**src/rtl/fp_i2f.sv**
```systemverilog
// Multi-cycle 32-bit integer to IEEE-754 single-precision converter.
// Shares the start/done handshake and one-bit-per-cycle normalisation of the FP adder.
module fp_i2f #(
  parameter int unsigned SIGNED = 1
) (
  input  logic        clk,
  input  logic        reset,
  input  logic        start,
  input  logic [31:0] a,
  output logic [31:0] sum,
  output logic        done,
  output logic        busy
);

  localparam int unsigned INT_W     = 32;
  localparam int unsigned EXP_W     = 8;
  localparam int unsigned MANT_W    = 23;
  localparam int unsigned EXP_BIAS  = 127;
  localparam int unsigned GUARD_BIT = INT_W - MANT_W - 2;
  localparam logic [EXP_W-1:0] EXP_TOP = EXP_W'(EXP_BIAS + INT_W - 1);

  typedef enum logic [2:0] {
    S_IDLE,
    S_NORM,
    S_ROUND,
    S_PACK,
    S_DONE
  } state_t;

  state_t              state_q, state_d;
  logic [INT_W-1:0]    mag_q, mag_d;
  logic [EXP_W-1:0]    exp_q, exp_d;
  logic [MANT_W-1:0]   mant_q, mant_d;
  logic                sign_q, sign_d;
  logic                zero_q, zero_d;
  logic [INT_W-1:0]    sum_q, sum_d;
  logic                done_q, done_d;
  logic                busy_q, busy_d;

  logic                start_sign;
  logic [MANT_W-1:0]   mant_trunc;
  logic                guard;
  logic                sticky;
  logic                round_up;

  assign start_sign = (SIGNED != 0) && a[INT_W-1];
  assign mant_trunc = mag_q[INT_W-2 -: MANT_W];
  assign guard      = mag_q[GUARD_BIT];
  assign sticky     = |mag_q[GUARD_BIT-1:0];
  // Round-to-nearest-even: ties go up only when the kept LSB is odd.
  assign round_up   = guard & (sticky | mant_trunc[0]);

  // Next-state and datapath update; a start pulse overrides whatever is in flight.
  always_comb begin
    state_d = state_q;
    mag_d   = mag_q;
    exp_d   = exp_q;
    mant_d  = mant_q;
    sign_d  = sign_q;
    zero_d  = zero_q;
    sum_d   = sum_q;
    done_d  = done_q;
    busy_d  = busy_q;

    unique case (state_q)
      S_IDLE: begin
      end
      S_NORM: begin
        if (!mag_q[INT_W-1]) begin
          mag_d = {mag_q[INT_W-2:0], 1'b0};
          exp_d = exp_q - EXP_W'(1);
        end else begin
          state_d = S_ROUND;
        end
      end
      S_ROUND: begin
        mant_d = mant_trunc;
        if (round_up) begin
          if (&mant_trunc) begin
            mant_d = '0;
            exp_d  = exp_q + EXP_W'(1);
          end else begin
            mant_d = mant_trunc + MANT_W'(1);
          end
        end
        state_d = S_PACK;
      end
      S_PACK: begin
        sum_d   = zero_q ? '0 : {sign_q, exp_q, mant_q};
        done_d  = 1'b1;
        busy_d  = 1'b0;
        state_d = S_DONE;
      end
      S_DONE: begin
      end
      default: begin
        state_d = S_IDLE;
      end
    endcase

    if (start) begin
      done_d  = 1'b0;
      busy_d  = 1'b1;
      sign_d  = start_sign;
      // Negating 0x80000000 wraps to itself, which is the correct unsigned magnitude.
      mag_d   = start_sign ? (~a + INT_W'(1)) : a;
      exp_d   = EXP_TOP;
      zero_d  = (a == '0);
      state_d = (a == '0) ? S_PACK : S_NORM;
    end
  end

  // State and datapath registers.
  always_ff @(posedge clk or negedge reset) begin
    if (!reset) begin
      state_q <= S_IDLE;
      mag_q   <= '0;
      exp_q   <= '0;
      mant_q  <= '0;
      sign_q  <= 1'b0;
      zero_q  <= 1'b0;
      sum_q   <= '0;
      done_q  <= 1'b0;
      busy_q  <= 1'b0;
    end else begin
      state_q <= state_d;
      mag_q   <= mag_d;
      exp_q   <= exp_d;
      mant_q  <= mant_d;
      sign_q  <= sign_d;
      zero_q  <= zero_d;
      sum_q   <= sum_d;
      done_q  <= done_d;
      busy_q  <= busy_d;
    end
  end

  assign sum  = sum_q;
  assign done = done_q;
  assign busy = busy_q;

endmodule

```
**config.mk**
```make
export PLATFORM = sky130hd
export DESIGN_NAME = fp_i2f
export DESIGN_NICKNAME = d
export VERILOG_FILES = /design/src/rtl/fp_i2f.sv
export SDC_FILE = /design/constraint.sdc
export NUM_CORES = 1
export LEC_CHECK = 0
export CAP_MARGIN = 15
export CORE_UTILIZATION = 55
export CTS_CLUSTER_DIAMETER = 40
export DETAILED_ROUTE_END_ITERATION = 8
export PLACE_DENSITY = 0.77
export SLEW_MARGIN = 40
export SYNTH_ARGS = -nofsm -noshare
export SYNTH_HDL_FRONTEND = slang
export SYNTH_SLANG_ARGS = --single-unit
```
**constraint.sdc**
```tcl
create_clock -name clk -period 6.27 [get_ports clk]
set_input_delay 0.9405 -clock clk [delete_from_list [all_inputs] [get_ports clk]]
set_output_delay 0.9405 -clock clk [all_outputs]
set_load 0.02 [all_outputs]
```
==> results_dict.tcl <==
set metrics [dict create \
    power_density_nw_per_um2 380 \
    synth.largest_area_cell "dfrtp_1" \
    ys_seq_area_frac 0.459 \
    dp_hpwl_um 8220 \
    power.switching_w 0.000936 \
    syn-cell-area_um2 5570 \
    antenna-diode-count 0 \
    p_int_w 0.00154 \
    syn_avg_cell_area_um2 9.08 \
    slew_viol_final 0 \
    synthAdderAreaFrac 0.0216 \
    grt_pass1_wl_um 19200 \
    clkPwrFrac 0.163 \
    numCtsBuffers 9 \
    drt_iter0_markers 216 \
    fin_crit_ps 3110 \
    ys_ff_latch 102 \
    final_antenna_net_count 0 \
    min_period_over_period 0.497 \
    clockBufferDepth 2 \
    area_delta_synth_final_pct 17.2 \
    timing.final.ws_setup_ps 3160 \
    io_buffers 68 \
    clkSlewWorstSetupHoldPaths_ps 90 \
    cts_root_buffer "clkbuf_8" \
    grt_max_degree 83 \
    ys_warn_count 0 \
    via_per_inst 5.51 \
    slew_headroom 0.500 \
    hold_class "in -> async" \
    drtPass1Iterations 4 \
    finalSetupViolCount 0 \
    p_sw_frac 0.378 \
    status "complete, no violations" \
    cts_resized 0 \
    holdBufCountCts 0 \
    cts.sinks 102 \
    antenna_found_initial 0 \
    core_area_um2 9770 \
    tightest_slew_ps 749 \
    cp_max_fo 6 \
    final_common_cell "nand2_1" \
    fin_nets 706 \
    p_leak_nw 2.74 \
    drcViolationCount 0 \
    start_util 0.569 \
    pin_count 69 \
    holdWs_ps 481 \
    synthSimpleGateAreaFrac 0.189 \
    syn-num-nets 657 \
    grt_usage 0.232 \
    cp.required_ps 6490 \
    synth_top_family_by_area "simple AND/OR/NAND/NOR gates" \
    finalSetupTns_ps 0 \
    layout-drive-gt1-share 0.0601 \
    final_cell_area_um2 6520 \
    synthFlopType "dfrtp_1" \
    mostFrequentLayoutCells "nand2_1, dfrtp_1, o21ai_0" \
    hold_viol 0 \
    htree_levels 3 \
    dr_total_vias 4402 \
    grt_pass1_vias 4227 \
    fmax_mhz 321 \
    synthMuxAreaShare 0.0346 \
    grt_overflow 0 \
    clkLatencyLatePin_ps 370 \
    synth_compound_area_frac 0.180 \
    p_comb_frac 0.405 \
    cts_setup_buffers 0 \
    wl_per_cell_um 14.2 \
    synth-xor-area-share 0.0834 \
    end_kind "register" \
    place_congestion 0.830 \
    synth_cells 613 \
    crit_type "in -> reg" \
    cts_tree "built" \
    ys_top_cells_by_area "dfrtp_1, nand2_1, o21ai_0" \
    worstPathArrival_ps 3330 \
    synth_edf_count 0 \
    rsz0062_at_grt "no" \
    placed_area_um2 6310 \
    startpoint_type "primary input" \
    skew_ps 7.29 \
    std_cell_rows 36 \
    die_y_um 103 \
    die_w_um 103 \
    dieArea_um2 10500 \
    yosysUniqueCellTypes 51 \
    routed_wl_um 11300 \
    peakVddDrop_v 0.000160 \
    seqPwrFrac 0.433 \
    maxCapViolations 0 \
    dp_slack_ps 2790 \
    async_reset_ff_frac 1.00 \
    synth_top_area_share 0.459 \
]
-- sequential cells by signal, indices dropped and copies added, names as in the netlist --
register / count
zero_q: 1
sum: 32
mant_q: 23
busy: 1
exp_q: 8
done: 1
sign_q: 1
state_q: 3
mag_q: 32
-- per-stage QoR --
| step | utilization | total power, W | cells |
|---|---|---|---|
| detailed placement | 0.645 | 0.00209 | 784 |
| CTS | 0.665 | 0.00249 | 799 |
| global placement | 0.645 | 0.00204 | 784 |
| global route | 0.667 | 0.00267 | 799 |
| finish | 0.667 | 0.00248 | 799 |
| floorplan | - | 0.00170 | 613 |
-- logic make-up after synthesis --
family | after synthesis
AND/OR/NAND/NOR | 220
AO/OA/AOI/OAI | 163
flip-flops | 102
XOR/XNOR | 53
buffers and inverters | 47
multiplexers | 19
adder cells (fa/ha/maj) | 9
-- routing by layer --
| layer | vias up | share of wire | track usage | routed length, um |
|---|---|---|---|---|
| met5 | - | 0 | 0 | 0 |
| met4 | 0 | 0.015 | 0.0901 | 167 |
| met3 | 12 | 0.041 | 0.0244 | 469 |
| met2 | 101 | 0.46 | 0.368 | 5230 |
| met1 | 2053 | 0.48 | 0.329 | 5470 |
| li1 | 2236 | - | - | - |
-- path summary, 6_finish.rpt --
check	start	endpoint	slack (ps)	cells past startpoint
worst max-delay path	a[15]	mag_q[29]	3160	7
max in group asynchronous	reset	done	4860	2
min in group clk	sum[25]	sum[25]	480	2
worst max register to register	state_q[1]	exp_q[7]	3390	9
worst min register to register	sum[25]	sum[25]	480	2
worst min-delay path	reset	sum[11]	480	1
-- cells in the mapped netlist, drive strengths merged (2+ instances only) --
library cell	count
mux2i	17
nor4b	2
nand3	10
or4	3
o21bai	2
dfrtp	102
a21oi	28
o41ai	4
nand4	9
xor2	32
o211ai	2
mux2	2
nor3	8
o31ai	13
o21ai	80
and2	18
nand2	121
a31oi	2
nand2b	6
inv	13
nor4	6
and3	3
a21o	2
clkbuf	27
nor2	21
or3	7
a211oi	21
ha	8
nor2b	2
xnor2	21
a211o	4
a2bb2oi	2
buf	7
-- power by group through the flow --
stage / logic [W] / clock network (W) / registers (W)
2_1_floorplan: 0.000531 / 0 / 0.00117
4_1_cts: 0.00101 / 0.000409 / 0.00107
5_1_grt: 0.00113 / 0.000429 / 0.00111
3_3_place_gp: 0.000967 / 0 / 0.00107
3_5_place_dp: 0.00100 / 0 / 0.00108
6_report: 0.00100 / 0.000403 / 0.00107
-- critical path, stage by stage --
cell	delay [ps]
clkdlybuf4s50_1	510
or4_1	580
nor4b_1	520
nand3_1	240
o31ai_1	290
xor2_1	180
a21oi_1	80
-- cell type report --
type,instances,area [um^2]
Fill cell,874,3250
Timing Repair Buffer,72,702
Clock inverter,5,61.3
Multi-Input combinational cell,464,2860
Clock buffer,10,128
Inverter,13,48.8
Sequential cell,102,2550
Tap cell,133,166
Note: power is estimated with default switching activity, not from simulation.
